`src/rtl/counter_ng_if.sv`:
```
// counter_ng_if: control/status bundle between the driving side and counter_ng.
// The master modport drives the counter controls; the slave modport is the counter itself.
// wrap_cnt is present regardless of COUNTER_WRAP_CNT_EN so the signal list never changes.
interface counter_ng_if #(
    parameter int WIDTH      = 4,
    parameter int WRAP_CNT_W = 8
);
    logic                  load_n;
    logic                  up_down;
    logic                  ce;
    logic [WIDTH-1:0]      data_load;
    logic [WIDTH-1:0]      step;
    logic [WIDTH-1:0]      limit;
    logic                  sat_mode;
    logic                  clr_flags;
    logic [WIDTH-1:0]      count_out;
    logic                  max_count;
    logic                  zero;
    logic                  tc;
    logic                  ovf_sticky;
    logic [WRAP_CNT_W-1:0] wrap_cnt;

    modport master (
        output load_n, up_down, ce, data_load, step, limit, sat_mode, clr_flags,
        input  count_out, max_count, zero, tc, ovf_sticky, wrap_cnt
    );

    modport slave (
        input  load_n, up_down, ce, data_load, step, limit, sat_mode, clr_flags,
        output count_out, max_count, zero, tc, ovf_sticky, wrap_cnt
    );
endinterface

```
`src/rtl/counter_ng.sv`:
```
// counter_ng: parametrised up/down counter with programmable step and inclusive
// upper limit, wrap or saturate at the bounds, registered terminal-count pulse
// and sticky overflow flag.
// Optional feature: define COUNTER_WRAP_CNT_EN to build the wrap event counter;
// without it wrap_cnt is tied to zero.
module counter_ng #(
    parameter int WIDTH      = 4,
    parameter int WRAP_CNT_W = 8
) (
    input  logic          clk,
    input  logic          rst_n,
    counter_ng_if.slave   bus
);
    localparam int W1 = WIDTH + 1;

    logic [WIDTH-1:0] r_count;
    logic             r_tc;
    logic             r_ovf;

    logic [W1-1:0]    w_c;
    logic [W1-1:0]    w_s;
    logic [W1-1:0]    w_lim;
    logic [W1-1:0]    w_len;
    logic [W1-1:0]    w_sum;
    logic [W1-1:0]    w_dn;
    logic [W1-1:0]    w_under;
    logic [W1-1:0]    w_up_wrap;
    logic [W1-1:0]    w_under_rem;
    logic [W1-1:0]    w_dn_wrap;
    logic [WIDTH-1:0] w_next;
    logic             w_event;
    logic             w_wrap_ev;

    // Arithmetic is done one bit wider so sums and the range length limit+1 never overflow.
    assign w_c   = {1'b0, r_count};
    assign w_s   = {1'b0, bus.step};
    assign w_lim = {1'b0, bus.limit};
    assign w_len = w_lim + W1'(1);
    assign w_sum = w_c + w_s;
    assign w_dn  = w_c - w_s;
    assign w_under = w_s - w_c;

    // Wrap results taken modulo the range length; the step may exceed the range many times.
    // Downward: (c - s) mod L computed from the positive deficit s - c.
    assign w_up_wrap   = w_sum % w_len;
    assign w_under_rem = w_under % w_len;
    assign w_dn_wrap   = (w_under_rem == '0) ? '0 : (w_len - w_under_rem);

    assign w_wrap_ev = w_event & ~bus.sat_mode;

    // Next count and boundary event: load beats count enable; an out-of-range count
    // (limit lowered at runtime) is pulled back before any stepping.
    always_comb begin
        w_next  = r_count;
        w_event = 1'b0;
        if (!bus.load_n) begin
            w_next = (bus.data_load > bus.limit) ? bus.limit : bus.data_load;
        end else if (bus.ce) begin
            if (w_c > w_lim) begin
                w_event = 1'b1;
                w_next  = bus.sat_mode ? bus.limit : '0;
            end else if (bus.up_down) begin
                if (w_sum > w_lim) begin
                    w_event = 1'b1;
                    w_next  = bus.sat_mode ? bus.limit : w_up_wrap[WIDTH-1:0];
                end else begin
                    w_next  = w_sum[WIDTH-1:0];
                end
            end else begin
                if (w_s > w_c) begin
                    w_event = 1'b1;
                    w_next  = bus.sat_mode ? '0 : w_dn_wrap[WIDTH-1:0];
                end else begin
                    w_next  = w_dn[WIDTH-1:0];
                end
            end
        end
    end

    // Count register.
    always_ff @(posedge clk or negedge rst_n) begin
        if (!rst_n) begin
            r_count <= '0;
        end else begin
            r_count <= w_next;
        end
    end

    // Terminal-count pulse aligned with the updated count; sticky flag where a
    // coincident event outranks the clear.
    always_ff @(posedge clk or negedge rst_n) begin
        if (!rst_n) begin
            r_tc  <= 1'b0;
            r_ovf <= 1'b0;
        end else begin
            r_tc <= w_event;
            if (w_event) begin
                r_ovf <= 1'b1;
            end else if (bus.clr_flags) begin
                r_ovf <= 1'b0;
            end
        end
    end

`ifdef COUNTER_WRAP_CNT_EN
    logic [WRAP_CNT_W-1:0] r_wrap_cnt;

    // Wrap-mode boundary events only; clear-with-event restarts the count at one.
    always_ff @(posedge clk or negedge rst_n) begin
        if (!rst_n) begin
            r_wrap_cnt <= '0;
        end else if (bus.clr_flags) begin
            r_wrap_cnt <= w_wrap_ev ? WRAP_CNT_W'(1) : '0;
        end else if (w_wrap_ev) begin
            r_wrap_cnt <= r_wrap_cnt + WRAP_CNT_W'(1);
        end
    end

    assign bus.wrap_cnt = r_wrap_cnt;
`else
    logic w_unused_wrap_ev;
    assign w_unused_wrap_ev = w_wrap_ev;
    assign bus.wrap_cnt     = '0;
`endif

    assign bus.count_out  = r_count;
    assign bus.tc         = r_tc;
    assign bus.ovf_sticky = r_ovf;
    assign bus.max_count  = (r_count == bus.limit);
    assign bus.zero       = (r_count == '0);
endmodule

```
`src/flat_wrapper.sv`:
```
// flat-port wrapper written by rule: the top's interface ports become plain ports
module counter_ng_flat 
#(
    parameter int WIDTH      = 4,
    parameter int WRAP_CNT_W = 8
)
  (clk, rst_n, bus_load_n, bus_up_down, bus_ce, bus_data_load, bus_step, bus_limit, bus_sat_mode, bus_clr_flags, bus_count_out, bus_max_count, bus_zero, bus_tc, bus_ovf_sticky, bus_wrap_cnt);
  counter_ng_if #(.WIDTH(WIDTH), .WRAP_CNT_W(WRAP_CNT_W)) bus_i ();
  input  logic clk;
  input  logic rst_n;
  input wire logic [$bits(bus_i.load_n)-1:0] bus_load_n;
  input wire logic [$bits(bus_i.up_down)-1:0] bus_up_down;
  input wire logic [$bits(bus_i.ce)-1:0] bus_ce;
  input wire logic [$bits(bus_i.data_load)-1:0] bus_data_load;
  input wire logic [$bits(bus_i.step)-1:0] bus_step;
  input wire logic [$bits(bus_i.limit)-1:0] bus_limit;
  input wire logic [$bits(bus_i.sat_mode)-1:0] bus_sat_mode;
  input wire logic [$bits(bus_i.clr_flags)-1:0] bus_clr_flags;
  output wire logic [$bits(bus_i.count_out)-1:0] bus_count_out;
  output wire logic [$bits(bus_i.max_count)-1:0] bus_max_count;
  output wire logic [$bits(bus_i.zero)-1:0] bus_zero;
  output wire logic [$bits(bus_i.tc)-1:0] bus_tc;
  output wire logic [$bits(bus_i.ovf_sticky)-1:0] bus_ovf_sticky;
  output wire logic [$bits(bus_i.wrap_cnt)-1:0] bus_wrap_cnt;
  assign bus_i.load_n = bus_load_n;
  assign bus_i.up_down = bus_up_down;
  assign bus_i.ce = bus_ce;
  assign bus_i.data_load = bus_data_load;
  assign bus_i.step = bus_step;
  assign bus_i.limit = bus_limit;
  assign bus_i.sat_mode = bus_sat_mode;
  assign bus_i.clr_flags = bus_clr_flags;
  assign bus_count_out = bus_i.count_out;
  assign bus_max_count = bus_i.max_count;
  assign bus_zero = bus_i.zero;
  assign bus_tc = bus_i.tc;
  assign bus_ovf_sticky = bus_i.ovf_sticky;
  assign bus_wrap_cnt = bus_i.wrap_cnt;
  counter_ng #(.WIDTH(WIDTH), .WRAP_CNT_W(WRAP_CNT_W)) u_core (.clk(clk), .rst_n(rst_n), .bus(bus_i));
endmodule
```
`config.mk`:
```
export PLATFORM = sky130hd
export DESIGN_NAME = counter_ng_flat
export DESIGN_NICKNAME = d
export VERILOG_FILES = /design/src/rtl/counter_ng_if.sv /design/src/rtl/counter_ng.sv /design/src/flat_wrapper.sv
export SDC_FILE = /design/constraint.sdc
export NUM_CORES = 1
export LEC_CHECK = 0
export BUFFER_PORTS_ARGS = -buffer_cell sky130_fd_sc_hd__buf_2
export CORE_MARGIN = 3
export CORE_UTILIZATION = 40
export CTS_BUF_LIST = sky130_fd_sc_hd__clkbuf_16
export CTS_CLUSTER_DIAMETER = 60
export DETAILED_ROUTE_END_ITERATION = 12
export GPL_TIMING_DRIVEN = 0
export PLACE_DENSITY_LB_ADDON = 0.05
export SLEW_MARGIN = 20
export SYNTH_ARGS = -nofsm -noshare
export SYNTH_HDL_FRONTEND = slang
export SYNTH_SLANG_ARGS = --single-unit
```
`constraint.sdc`:
```
create_clock -name clk -period 7.29 [get_ports clk]
set_clock_uncertainty 0.15 [all_clocks]
set_input_delay 1.0935 -clock clk [delete_from_list [all_inputs] [get_ports clk]]
set_output_delay 1.0935 -clock clk [all_outputs]
set_load 0.05 [all_outputs]
```
==> results of run 1 <==
[synth_stat cells (3+ instances only)]
| cell | n | share of area (%) |
|---|---|---|
| and3b_1 | 5 | 1.4 |
| o21ai_1 | 3 | 0.49 |
| a21oi_1 | 28 | 4.6 |
| a31oi_1 | 5 | 1.0 |
| nand2b_1 | 5 | 1.0 |
| nor2b_1 | 7 | 1.4 |
| a21oi_2 | 5 | 1.4 |
| nor3_1 | 4 | 0.66 |
| buf_4 | 9 | 2.2 |
| o21ai_0 | 19 | 3.1 |
| dfrtp_1 | 6 | 4.9 |
| a211o_1 | 3 | 0.86 |
| xnor2_1 | 14 | 4.0 |
| o22ai_1 | 3 | 0.62 |
| ha_1 | 61 | 25 |
| fa_1 | 6 | 3.9 |
| a21o_1 | 10 | 2.5 |
| xor2_1 | 10 | 2.9 |
| mux2i_1 | 9 | 3.0 |
| nand2_1 | 23 | 2.8 |
| nand3_1 | 4 | 0.66 |
| nor2_1 | 29 | 3.6 |
| o21a_1 | 9 | 2.2 |
| nand4_1 | 4 | 0.82 |
| and2_1 | 3 | 0.62 |
| inv_1 | 35 | 4.3 |
| buf_6 | 4 | 1.5 |
| mux2_2 | 4 | 1.5 |
[metrics by stage]
stage,setup TNS [ns],utilization (%),cells,area (um^2)
6_report,-1.465,56.58,559,4148
4_1_cts,-1.245,54.38,549,3986
2_1_floorplan,-0.5343,-,393,3171
3_5_place_dp,-5.747,46.58,516,3415
5_1_grt,-2.587,56.58,559,4148
3_3_place_gp,-5.332,46.58,516,3415
[metal layers]
layer / global-route usage [%] / vias to the layer above / share of wire (%)
met1: 27.52 / 1450 / 47
met5: 0 / - / 0
met3: 1.368 / 4 / 3.5
met2: 37.82 / 48 / 49
li1: - / 1534 / -
met4: 3.053 / 0 / 0.42
[what timing repair did]
item                                    in CTS  in global routing
endpoints found under the setup margin       4                  4
pin swaps                                   36                 21
setup buffers                               32                 10
gates resized for setup                     46                 20
cloned                                       0                  0
hold buffers                                 0                  0
[cell type report]
cell class | count | area [um^2]
inverters | 35 | 138.9
multi-input cells | 335 | 3059
plain buffers | 17 | 133.9
fillers | 693 | 3183
well taps | 99 | 123.9
repair buffers | 64 | 466.7
clock buffers | 3 | 75.07
flip-flops and latches | 6 | 150.1
[sequential cells by signal, indices dropped and copies added (netlist names)]
register,count
u_core.bus.tc,1
u_core.bus.ovf_sticky,1
u_core.bus.count_out,4
[worst max-delay path by stage]
stage                             from                 endpoint
final                      bus_step[0]  u_core.bus.count_out[1]
after global placement    bus_limit[0]  u_core.bus.count_out[3]
after global routing       bus_step[0]  u_core.bus.count_out[1]
after CTS                  bus_step[0]  u_core.bus.count_out[3]
after floorplan            bus_step[0]  u_core.bus.count_out[1]
after detailed placement  bus_limit[0]  u_core.bus.count_out[3]
[kinds of logic (layout without fill, tap and decap cells)]
group | Yosys count | count (layout)
compound gates | 116 | 116
mux | 15 | 15
xor+xnor | 24 | 24
fa+ha+maj | 67 | 67
simple gates | 105 | 105
flops | 6 | 6
other cells | 1 | 8
buf+inv | 52 | 119
==> out/qor.csv, run 1 <==
stage,metric,value,unit
run_status,status,finished with violations,
run_status,violations,setup timing,
sta,fin_ws,-0.4781,ns
global_routing,grt_remaining_overflow,0,
clock_network,cts.path.max_buffers,2,
sta,fin_hold_ws,0.3471,ns
detailed_routing,drcViolationCount,0,
logic_synthesis,synth-edff-count,0,
sta,finalHoldViolations,0,
global_routing,grt_antenna_before_repair,0,
setup_path,crit_cells,38,
global_routing,grt_pass1_wl,14690,um
logic_synthesis,ys_ff_latch,6,
clock_network,root_buffer,clkbuf_16,
setup_path,r2r_slack,-0.05,ns
setup_path,worstSetupEndpointType,flop,
detailed_routing,firstDrtPassIters,4,
logic_synthesis,ys.flop_type,dfrtp_1,
sta,timing.final.crit_share,106.6,%
setup_path,cp_max_fo,5,
min_path,min_delay_path_depth,1,
detailed_routing,drtIter0Drc,75,
setup_path,slowest_stage,fa_1,
setup_path,timing.rr.end,u_core.bus.count_out[1],
clock_network,clkLatencyLatePin,0.23,ns
finish,area_growth,36.31,%
finish,final_common_cell,ha_1,
setup_path,reg2reg_depth,33,
logic_synthesis,ys_seq_area_share,4.934,%
logic_synthesis,synthArstFlopShare,100.0,%
logic_synthesis,synth.distinct_cells,71,
logic_synthesis,synthMuxAreaShare,5.387,%
die,die_w,93.22,um
setup_path,path_class,input pin to flop,
logic_synthesis,synthAdderAreaFrac,29.03,%
placed_design,hpwlAfterDp,6904,um
clock_network,clk_pin_slew_worst_paths,0.04,ns
logic_synthesis,syn_avg_cell_area,7.883,um^2
logic_synthesis,synthesis.area,3043,um^2
logic_synthesis,synth-simple-area-share,18.09,%
sta,worstMarginPinSlew,0.8496,ns
sta,setup-violations-final,4,
min_path,min_path_type,flop to flop,
finish,nets,548,
flow_run,maxCapViolations,0,
global_routing,grt_max_degree,19,
setup_path,cp_top_family,compound AO/OA/AOI/OAI gates,
setup_path,start_kind,input pin,
setup_path,critical_path_buf_inv_count,8,
sta,max_freq,128.7,MHz
finish,final_cell_mix,"ha_1 (51), buf_4 (44), inv_1 (31)",
setup_path,r2r_start,u_core.bus.count_out[1],
sta,rsz0062_at_grt,true,
sta,slew_violations,0,
detailed_routing,ant_nets,0,
setup_path,crit_top_cell,ha_4,
clock_network,cts_sinks,6,
logic_synthesis,synth_compound_area_share,26.93,%
clock_network,cts_tree,yes,
global_routing,grt_pass1_vias,3067,
logic_synthesis,synth_top_family_by_area,adder cells,
finish,drive_above_1_share,34.13,%
clock_network,cts_buffers,3,
logic_synthesis,synth_warnings,0,
min_path,whs_endpoint,u_core.bus.ovf_sticky,
die,io_pins,35,
finish,n_antenna_cell,0,
setup_path,max_stage_delay,0.43,ns
placed_design,place_ws,-1.544,ns
detailed_routing,vias_per_cell,5.431,
logic_synthesis,synth_cells,386,
detailed_routing,routed_wl,9121,um
clock_network,h-tree-depth,1,
placed_design,io_buffers,24,
placed_design,place_congestion,0.8472,
detailed_routing,vias,3036,
die,dieArea,8690,um^2
sta,max_slew_margin,42.95,%
die,core,7331,um^2
logic_synthesis,synthXorXnorAreaFrac,6.908,%
global_routing,grt_usage,20.85,%
min_path,min-delay-start,u_core.bus.ovf_sticky,
sta,period_needed,7.768,ns
setup_path,crit_required,7.26,ns
die,num_rows,31,
detailed_routing,wl_per_cell,16.32,um
die,fp.dieH,93.22,um
setup_path,crit_arrival,7.73,ns
die,start_util,41.51,%
Power of run 1 is not shown: default switching activity piles up to over one toggle a cycle in this logic, so the estimate is an artifact.
==> run 2: changes to the inputs <==
- clock period: 7.29 -> 6.95 ns (I/O delays scaled with it)
==> run 2 against run 1 <==
Compared with the run above: the flow still finishes with violations (setup timing); sequential cell count did not move; global-route usage is 0.96 points higher; register-to-register slack lost 0.19 ns; critical path depth decreased by 3; die area unchanged; non-clock buffer count grew 9; utilization grew 2.7 points; final cell count rose by 1.6%; worst setup slack got worse by 0.074 ns; final area up 4.7%; hold slack lost 0.0075 ns; critical endpoint unchanged.
==> out/qor.csv, run 2 (same netlist as run 1, synthesis figures left out) <==
stage,metric,value,unit
run_status,status,finished with violations,
run_status,violations,setup timing,
finish,n_antenna_cell,0,
setup_path,slowest_stage,fa_1,
sta,setup-violations-final,4,
global_routing,grt_max_degree,19,
finish,nets,557,
clock_network,h-tree-depth,1,
detailed_routing,drtIter0Drc,103,
setup_path,worstSetupEndpointType,flop,
setup_path,path_class,input pin to flop,
finish,final_cell_mix,"buf_4 (49), ha_1 (47), inv_1 (31)",
die,die_w,93.22,um
clock_network,cts_tree,yes,
clock_network,clkLatencyLatePin,0.22,ns
sta,worstMarginPinSlew,0.8894,ns
die,fp.dieH,93.22,um
placed_design,hpwlAfterDp,6838,um
sta,period_needed,7.502,ns
die,io_pins,35,
global_routing,grt_antenna_before_repair,0,
finish,fillerInstances,667,
sta,slew_violations,0,
finish,drive_above_1_share,38.17,%
setup_path,cp_top_family,adder cells,
detailed_routing,vias,3100,
setup_path,cp_max_fo,3,
clock_network,cts_buffers,3,
setup_path,critical_path_buf_inv_count,6,
sta,fin_ws,-0.5520,ns
clock_network,root_buffer,clkbuf_16,
finish,multiInputGateArea,3171,um^2
setup_path,crit_required,6.91,ns
finish,largest_register_ffs,4,
sta,finalHoldViolations,0,
detailed_routing,firstDrtPassIters,4,
setup_path,crit_arrival,7.46,ns
global_routing,grt_pass1_vias,3120,
min_path,min_path_type,flop to flop,
finish,seq_area,150.1,um^2
detailed_routing,vias_per_cell,5.458,
global_routing,grt_pass1_wl,15440,um
sta,max_freq,133.3,MHz
sta,timing.final.crit_share,107.9,%
die,start_util,41.51,%
setup_path,max_stage_delay,0.45,ns
detailed_routing,ant_nets,0,
global_routing,grt_remaining_overflow,0,
die,num_rows,31,
clock_network,cts_sinks,6,
flow_run,maxCapViolations,0,
clock_network,clk_pin_slew_worst_paths,0.03,ns
sta,max_slew_margin,40.28,%
finish,area_growth,42.76,%
finish,final_common_cell,buf_4,
finish,fin_area,4344,um^2
die,dieArea,8690,um^2
sta,rsz0062_at_grt,true,
clock_network,cts.path.max_buffers,2,
setup_path,start_kind,input pin,
die,core,7331,um^2
detailed_routing,routed_wl,9281,um
detailed_routing,drcViolationCount,0,
global_routing,grt_usage,21.81,%
setup_path,crit_top_cell,ha_4,
placed_design,io_buffers,24,
placed_design,dpl_cell_area,3425,um^2
detailed_routing,wl_per_cell,16.34,um
placed_design,place_congestion,0.8372,
sta,fin_hold_ws,0.3397,ns
## run 2: per-stage QoR
step / setup TNS (ns) / std cells / util, % / setup slack, ns
2_1_floorplan: -1.262 / 393 / - / -0.5682
3_3_place_gp: -5.639 / 516 / 46.71 / -1.563
3_5_place_dp: -5.818 / 516 / 46.71 / -1.645
4_1_cts: -1.803 / 565 / 57.93 / -0.5524
5_1_grt: -3.266 / 568 / 59.26 / -0.9421
6_report: -1.882 / 568 / 59.26 / -0.5520
## run 2: worst paths after layout
kind / slack (ns) / from / endpoint / depth (start not counted)
worst max-delay path: -0.55 / bus_step[0] / u_core.bus.count_out[1] / 35
worst min-delay path: 0.34 / u_core.bus.ovf_sticky / u_core.bus.ovf_sticky / 1
worst max register to register: -0.24 / u_core.bus.count_out[1] / u_core.bus.count_out[1] / 31
worst min register to register: 0.34 / u_core.bus.ovf_sticky / u_core.bus.ovf_sticky / 1
max in group asynchronous: 6.03 / rst_n / u_core.bus.count_out[2] / 1
min in group asynchronous: 0.48 / rst_n / u_core.bus.ovf_sticky / 1
## run 2: layout make-up
| cell class | instances | share of cell area [%] |
|---|---|---|
| plain buffers | 17 | 3.082 |
| clock buffers | 3 | 1.728 |
| inverters | 35 | 3.255 |
| multi-input cells | 335 | 72.98 |
| flip-flops and latches | 6 | 3.456 |
| well taps | 99 | 2.851 |
| repair buffers | 73 | 12.64 |
## run 2: layer usage
metal / vias to the layer above / part of all wire, % / global-route usage [%]
met5: - / 0 / 0
li1: 1566 / - / -
met3: 6 / 1.8 / 0.8045
met2: 47 / 50 / 38.18
met1: 1481 / 48 / 30.06
met4: 0 / 0.66 / 3.785
## run 2: timing repair
item	CTS	global route
hold buffers	0	0
pin swaps	46	25
gates resized for setup	74	16
buffers inserted	51	5
endpoints found under the setup margin	4	4
Power of run 2 is left out for the same reason.
